### config.mk
export PLATFORM = sky130hd
export DESIGN_NAME = multi_input_unit
export DESIGN_NICKNAME = d
export VERILOG_FILES = /design/src/rtl/multi_input_unit.sv
export SDC_FILE = /design/constraint.sdc
export NUM_CORES = 1
export LEC_CHECK = 0
export CAP_MARGIN = 20
export CORE_MARGIN = 2
export CORE_UTILIZATION = 50
export DETAILED_ROUTE_END_ITERATION = 10
export PLACE_DENSITY_LB_ADDON = 0.12
export SLEW_MARGIN = 20
export SYNTH_ARGS = -nofsm -noshare
export SYNTH_HDL_FRONTEND = slang
export SYNTH_SLANG_ARGS = --single-unit
export TNS_END_PERCENT = 20
### constraint.sdc
create_clock -name clk -period 7.05 [get_ports clk]
set_input_delay 1.7625 -clock clk [delete_from_list [all_inputs] [get_ports clk]]
set_output_delay 1.7625 -clock clk [all_outputs]
set_load 0.02 [all_outputs]
### src/rtl/multi_input_unit.sv
// Button-driven binary word entry (shift 0 / shift 1 / backspace / commit)
// feeding a first-word-fall-through FIFO drained over a valid/ready handshake.
module multi_input_unit #(
   parameter  int WIDTH = 8,
   parameter  int DEPTH = 4,
   localparam int CW    = $clog2(WIDTH + 1),
   localparam int FW    = $clog2(DEPTH + 1)
) (
   input  logic             clk,
   input  logic             rst_n,
   input  logic             enable,
   input  logic             btn_zero,
   input  logic             btn_one,
   input  logic             btn_del,
   input  logic             btn_next,
   output logic [WIDTH-1:0] cur_value,
   output logic [CW-1:0]    bit_cnt,
   output logic [WIDTH-1:0] out_data,
   output logic             out_valid,
   input  logic             out_ready,
   output logic [FW-1:0]    fifo_count,
   output logic             full,
   output logic             overflow
);

   localparam int PW = $clog2(DEPTH);

   logic zero_d, one_d, del_d, next_d;
   logic zero_r, one_r, del_r, next_r;

   logic [WIDTH-1:0] cur_nxt;
   logic [CW-1:0]    cnt_nxt;
   logic             push, pop, ovf_nxt;

   logic [WIDTH-1:0] mem [DEPTH];
   logic [PW-1:0]    wr_ptr, rd_ptr;

   // NOTE: sequential state uses non-blocking assignments so every register
   // samples the pre-edge values, independent of block ordering.
   always_ff @(posedge clk) begin
      if (!rst_n) begin
         zero_d <= 1'b0;
         one_d  <= 1'b0;
         del_d  <= 1'b0;
         next_d <= 1'b0;
      end else begin
         zero_d <= btn_zero;
         one_d  <= btn_one;
         del_d  <= btn_del;
         next_d <= btn_next;
      end
   end

   // Edge registers keep running while disabled; only the events are masked.
   assign zero_r = enable & btn_zero & ~zero_d;
   assign one_r  = enable & btn_one  & ~one_d;
   assign del_r  = enable & btn_del  & ~del_d;
   assign next_r = enable & btn_next & ~next_d;

   assign full      = (fifo_count == FW'(DEPTH));
   assign out_valid = (fifo_count != '0);
   assign pop       = out_valid & out_ready;
   assign out_data  = mem[rd_ptr];

   // NOTE: every variable gets a default before any branch, so no path
   // leaves a value unassigned and no latch is inferred.
   always_comb begin
      cur_nxt = cur_value;
      cnt_nxt = bit_cnt;
      push    = 1'b0;
      ovf_nxt = 1'b0;
      if (!enable) begin
         cur_nxt = '0;
         cnt_nxt = '0;
      end else if (del_r) begin
         if (bit_cnt != '0) begin
            cur_nxt = cur_value >> 1;
            cnt_nxt = bit_cnt - CW'(1);
         end
      end else begin
         if ((zero_r ^ one_r) && (bit_cnt != CW'(WIDTH))) begin
            cur_nxt = {cur_value[WIDTH-2:0], one_r};
            cnt_nxt = bit_cnt + CW'(1);
         end
         // A bit can only be accepted below WIDTH, so it never collides with a commit.
         if (next_r && (bit_cnt == CW'(WIDTH))) begin
            if (!full || pop) begin
               push    = 1'b1;
               cur_nxt = '0;
               cnt_nxt = '0;
            end else begin
               ovf_nxt = 1'b1;
            end
         end
      end
   end

   always_ff @(posedge clk) begin
      if (!rst_n) begin
         cur_value  <= '0;
         bit_cnt    <= '0;
         wr_ptr     <= '0;
         rd_ptr     <= '0;
         fifo_count <= '0;
         overflow   <= 1'b0;
      end else begin
         cur_value <= cur_nxt;
         bit_cnt   <= cnt_nxt;
         overflow  <= ovf_nxt;
         if (push) wr_ptr <= wr_ptr + PW'(1);
         if (pop)  rd_ptr <= rd_ptr + PW'(1);
         case ({push, pop})
            2'b10:   fifo_count <= fifo_count + FW'(1);
            2'b01:   fifo_count <= fifo_count - FW'(1);
            default: fifo_count <= fifo_count;
         endcase
      end
   end

   // NOTE: the storage array is not reset; its contents are only observed
   // through out_data while out_valid qualifies them.
   always_ff @(posedge clk) begin
      if (push) mem[wr_ptr] <= cur_value;
   end

endmodule
# Yosys cells after proc, flatten, opt, wreduce, memory -nomap -nowiden
# Memory sizes are Yosys's and may differ from the RTL's. A register that Yosys moved wholly into a read port is not among the register bits.
# Index checks and enable logic that the tools add are counted.
# Widths: inputs -> output; s select.
# totals
ff_bits	24
ram_bits	32
input_bits	8
output_inout_bits	26
word_cells	69
n_memories	1
# classes
n_addsub	6
eq_ne	6
muxes	20
n_bitwise	17
reduce_logical	9
# memory_table
memory	words	word_bits	rd	rd_clocked_by_memory_dff	wr	line	text
mem	4	8	1	1	1	35	logic [WIDTH-1:0] mem [DEPTH];
# ops
operator	count
$mux 8	5
$mux 4	5
$and 1x1->1	9
$mux 1	7
$not 1->1	7
$pmux 3 s2	1
$add 2x1->2 const B	2
$add 4x1->4 const B	1
$eq 4x4->1 const B	1
$mux 2	2
$ne 4x4->1 const B	1
$reduce_bool 4->1	1
$reduce_or 4->1	1
$sub 4x1->4 const B	1
$add 3x1->3 const B	1
$eq 3x3->1 const B	1
$reduce_bool 3->1	1
$sub 3x1->3 const B	1
$eq 2x1->1 const B	1
$eq 2x2->1 const B	1
$logic_and 1x1->1	2
$ne 2x1->1 const B	1
$reduce_and 2->1	1
$reduce_bool 2->1	1
other kinds (3)	3

# Longest topological paths before layout
# logic_depth
ltp_word	9
ltp_mapped	11
depth_no_buf	11

# Worst setup path before layout
# Ideal clock, no wire load.
# synth_path
kind	input -> register
start	input btn_del
end	register fifo_count[2]
t_arrival_ns	3.445
required_ns	6.974
setup_slack_ns	3.529
cell_stages	9
path_cell_list	and2b_2 -> nor4_4 -> inv_1 -> ha_1 -> inv_1 -> fa_1 -> xor2_1 -> or3_1 -> a21boi_0
# synth_between
elab_chain_len	6
# synth_lines
item	line	text
start: declaration	14	input logic btn_del,
$and 1x1->1 * (2 in series)	57	assign del_r = enable & btn_del & ~del_d;
$mux 1 *	75	end else if (del_r) begin
$mux 1 *	72	if (!enable) begin
$eq 2x1->1 / $eq 2x2->1 (equally long branches)	112	case ({push, pop})
$pmux 3 s2 / $reduce_bool 2->1 (equally long branches)	--	
end signal: assignment	113	2'b10: fifo_count <= fifo_count + FW'(1);
end signal: assignment	114	2'b01: fifo_count <= fifo_count - FW'(1);
end signal: assignment	115	default: fifo_count <= fifo_count;
end: declaration	21	output logic [FW-1:0] fifo_count,
# Mark *: on every way between the ends. The rest lies on a longest branch, timed or not.
# A chain may end at the register's enable or synchronous reset.

# Worst setup path in the final report
# layout_path
start	input enable
end	register fifo_count[2]
# layout_between
elab_chain_len	8
# layout_lines
item	line	text
start: declaration	11	input logic enable,
$and 1x1->1 (2 in series)	58	assign next_r = enable & btn_next & ~next_d;
$logic_and 1x1->1	86	if (next_r && (bit_cnt == CW'(WIDTH))) begin
$mux 1	86	
$mux 1	75	
$mux 1 *	72	
$eq 2x1->1 / $eq 2x2->1 (equally long branches)	112	
$pmux 3 s2 / $reduce_bool 2->1 (equally long branches)	--	
# Marks and branches as above.

==> metrics.md <==
| Metric | Value |
|---|---|
| Status | `completed` |
| PwrDens | `237 nW/um^2` |
| Post CTS Setup Buffer Count | `0` |
| Width of the chip | `75.3 um` |
| Critical path arrival | `4.19 ns` |
| Height of the die | `around 75 um` |
| Total Power | `730 uW` |
| Post-route DRC | `0` |
| Simple-gate share of the synthesized area | `14.2%` |
| Final setup viols | `0` |
| Synth cell types | `46` |
| ANT nets after route | `0` |
| Wire length on met2 | `between 2 and 3 mm` |
| Area growth, synth to finish | `21.3%` |
| CP startpoint | `enable` |
| Fill count | `407` |
| Final Hold Vio Count | `0` |
| Vias per inst | `5.62` |
| Initial antenna violation count | `0` |
| Most used cell, CP | `inv_1` |
| Synth async-reset ratio | `0%` |
| Critical path class | `input pin to register` |
| Synth area leader | `edfxtp_1` |
| Clk slew on worst S/H paths | `about 0.060 ns` |
| Startpoint types | `input pin` |
| Num CTS Buffers | `9` |
| Largest family of logic cells by synthesized area | `simple AND/OR/NAND/NOR gates` |
| Post-synth top flop | `edfxtp_1` |
| Worst hold path class | `register to register` |
| Starting density of the core | `between 50% and 60%` |
| Skew final | `0.00715 ns` |
| Htree depth | `3` |
| Seq cells post-synth | `58` |
| Worst EP required | `7.29 ns` |
| Tmin final | `3.95 ns` |
| Top cells by area, synth | `edfxtp_1 (38%), dfxtp_1 (20%), mux4_2 (7.1%), ha_1 (3.9%), and2_1 (3.7%)` |
| Row cnt | `25` |
| Syn_nets | `200` |
| CP cell instances | `clkdlybuf4s50_1 -> nand3b_1 -> nor4_4 -> inv_1 -> ha_1 -> inv_1 -> fa_1 -> xor2_1 -> or3_1 -> a21boi_0` |
| Reg-to-Reg Start | `bit_cnt[1]` |
| Max FO, Critical Path | `11` |
| Period Utilization, post-route | `56.0%` |
| CTS root buf | `clkbuf_8` |
| CTS tree | `built` |
| Vias in the first global route | `between 1500 and 2000` |
| Post-synthesis mux area share | `8.28%` |
| Core area | `between 4000 and 5000 um^2` |
| Total global-route track usage | `19.8%` |
| Worst Hold Path Cells | `0` |
| Number of synthesized flops with an enable pin | `32` |
| Mapped cell area | `between 2000 and 3000 um^2` |
| Drt first pass iters | `6` |
| Diode count | `0` |
| Avg WL per Cell | `between 15 and 20 um` |
| WHS Endpoint | `mem[3][7]` |
| Drt first-iter violations | `105` |
| Share of layout cells above drive strength 1 | `12.1%` |
| Number of hold buffers added after cts | `0` |
| Setup TNS | `0 ns` |
| Die area | `roughly 5700 um^2` |
| Post-CTS sizing | `0` |
| Measured slew at the worst slew-check pin | `0.556 ns` |
| Ports | `34` |
| Worst slew margin | `62.9%` |
| Max Cap Viol | `0` |
| Fmax | `0.253 GHz` |
| Synth Area in Compound Gates | `8.82%` |
| Leakage | `1.06 nW` |
| Met1 wire length | `2.05 mm` |
| Share of the synthesized area in the top cell type | `37.8%` |
| Vias post-DR | `1629` |
| Max layer used | `met4` |
| GRT overflow | `0` |
| Post-DP HPWL | `3.36 mm` |
| Final Max Slew Viols | `0` |
| Peak VDD IR | `0.121 mV` |
| Yosys warning count | `0` |
| Setup repair after global routing missed its margin | `no` |
| First-pass GRT wire length | `7.94 mm` |
| Register area share after synthesis | `58.3%` |
| Slowest CP cell | `clkdlybuf4s50_1` |
| Adder-cell share of the synthesized area | `4.73%` |
| R2R depth | `11` |
| Placer congestion estimate | `0.832` |
| Mapped Cells | `183` |
| Pin count of the biggest net entering global routing | `16` |
| Worst Hold Launch | `cur_value[7]` |
| Setup crit end kind | `register` |
| Max clock buf depth | `2` |
| IO buf count | `33` |
| Reg2Reg Setup Slack | `between 4 and 5 ns` |
| Avg Synthesized Cell Area | `approximately 14 um^2` |
| Sink Count | `58` |
| R2R Path End | `fifo_count[2]` |
| Post-Synth XOR/XNOR Area | `2.41%` |
| Nets | `235` |
| Routed WL | `4.86 mm` |
| Later-pin clock latency in the skew report | `0.32 ns` |
| Met3 Wirelength | `between 150 and 200 um` |
| Max stage delay on crit path | `0.65 ns` |
## final cells by class
type | count | area [um^2] | share of cell area (%)
inverters | 8 | 30.0 | 0.975
repair buffers | 33 | 330 | 10.7
clock inverters | 4 | 42.5 | 1.38
well taps | 67 | 83.8 | 2.72
clock buffers | 12 | 135 | 4.39
multi-input cells | 108 | 977 | 31.7
flip-flops and latches | 58 | 1480 | 48.1
## placed cells by master, fill, tap and decap left out, types with 2 or more instances in the layout
cell type        netlist  layout
nand2_1                6       6
o21ai_0                4       4
mux2i_1                3       3
o2bb2ai_1              6       6
nand3_1                7       7
clkdlybuf4s50_1        0      33
or3_1                  2       2
inv_1                  8       8
xor2_1                 2       2
clkbuf_8               0       9
mux4_2                 8       8
clkbuf_1               4       3
nor2b_1                2       2
clkinv_1               0       2
xnor2_1                5       5
a21oi_1                5       5
nor3_1                 2       2
and2_1                15      15
and3_1                 2       2
nor2_1                 3       3
a222oi_1               6       6
ha_1                   8       8
dfxtp_1               26      26
edfxtp_1              32      32
## critical path, delay by kind of cell
family,cells,cell delay [ns]
compound gates,1,0.19
simple gates,3,0.88
fa+ha+maj,2,0.42
xor+xnor,1,0.08
buf+inv,3,0.85
## where the power goes
part           switching, mW  internal, mW
Combinational         0.0417        0.0378
Sequential           0.00969         0.360
Clock                  0.120         0.161
Total                  0.172         0.559
## cell usage after synthesis, types with 3 or more instances
library cell  instances
ha_1                  8
inv_1                 8
nand2_1               6
edfxtp_1             32
xnor2_1               5
o21ai_0               4
a222oi_1              6
dfxtp_1              26
clkbuf_1              4
mux2i_1               3
nor2_1                3
a21oi_1               5
nand3_1               7
o2bb2ai_1             6
mux4_2                8
and2_1               15
## layer usage
metal / vias up / global-route usage [%]
met5: - / 0
met4: 0 / 11.9
met3: 13 / 4.28
met2: 44 / 33.3
met1: 812 / 23.3
li1: 760 / -
## per-stage QoR
step	std cells	cell area (um^2)	hold slack [ns]	util [%]	setup slack (ns)
after global placement	274	2900	0.514	60.3	2.95
after detailed placement	274	2900	0.560	60.3	2.77
final	290	3080	0.576	63.9	3.10
after global routing	290	3080	0.605	63.9	2.81
after CTS	290	3080	0.572	63.9	3.10
after floorplan	183	2540	0.528	-	3.53
## state kept, by name, indices dropped and copies added (netlist names), 2 cells and up, named ones only
name / count
mem: 32
bit_cnt: 4
rd_ptr: 2
fifo_count: 3
wr_ptr: 2
cur_value: 8
## kinds of logic (layout without fill, tap and decap cells)
group / after synthesis / in the layout
simple gates: 52 / 52
fa+ha+maj: 9 / 9
buf+inv: 17 / 57
flops: 58 / 58
mux: 11 / 11
compound gates: 29 / 29
xor+xnor: 7 / 7
## worst max path at each step
stage / end / slack (ns) / cells after the start
6_report: fifo_count[2] / 3.10 / 10
5_1_grt: fifo_count[2] / 2.81 / 10
4_1_cts: out_data[7] / 3.10 / 2
3_5_place_dp: fifo_count[2] / 2.77 / 10
3_3_place_gp: fifo_count[2] / 2.95 / 10
2_1_floorplan: fifo_count[2] / 3.53 / 9
Note: power is estimated with default switching activity, not from simulation.
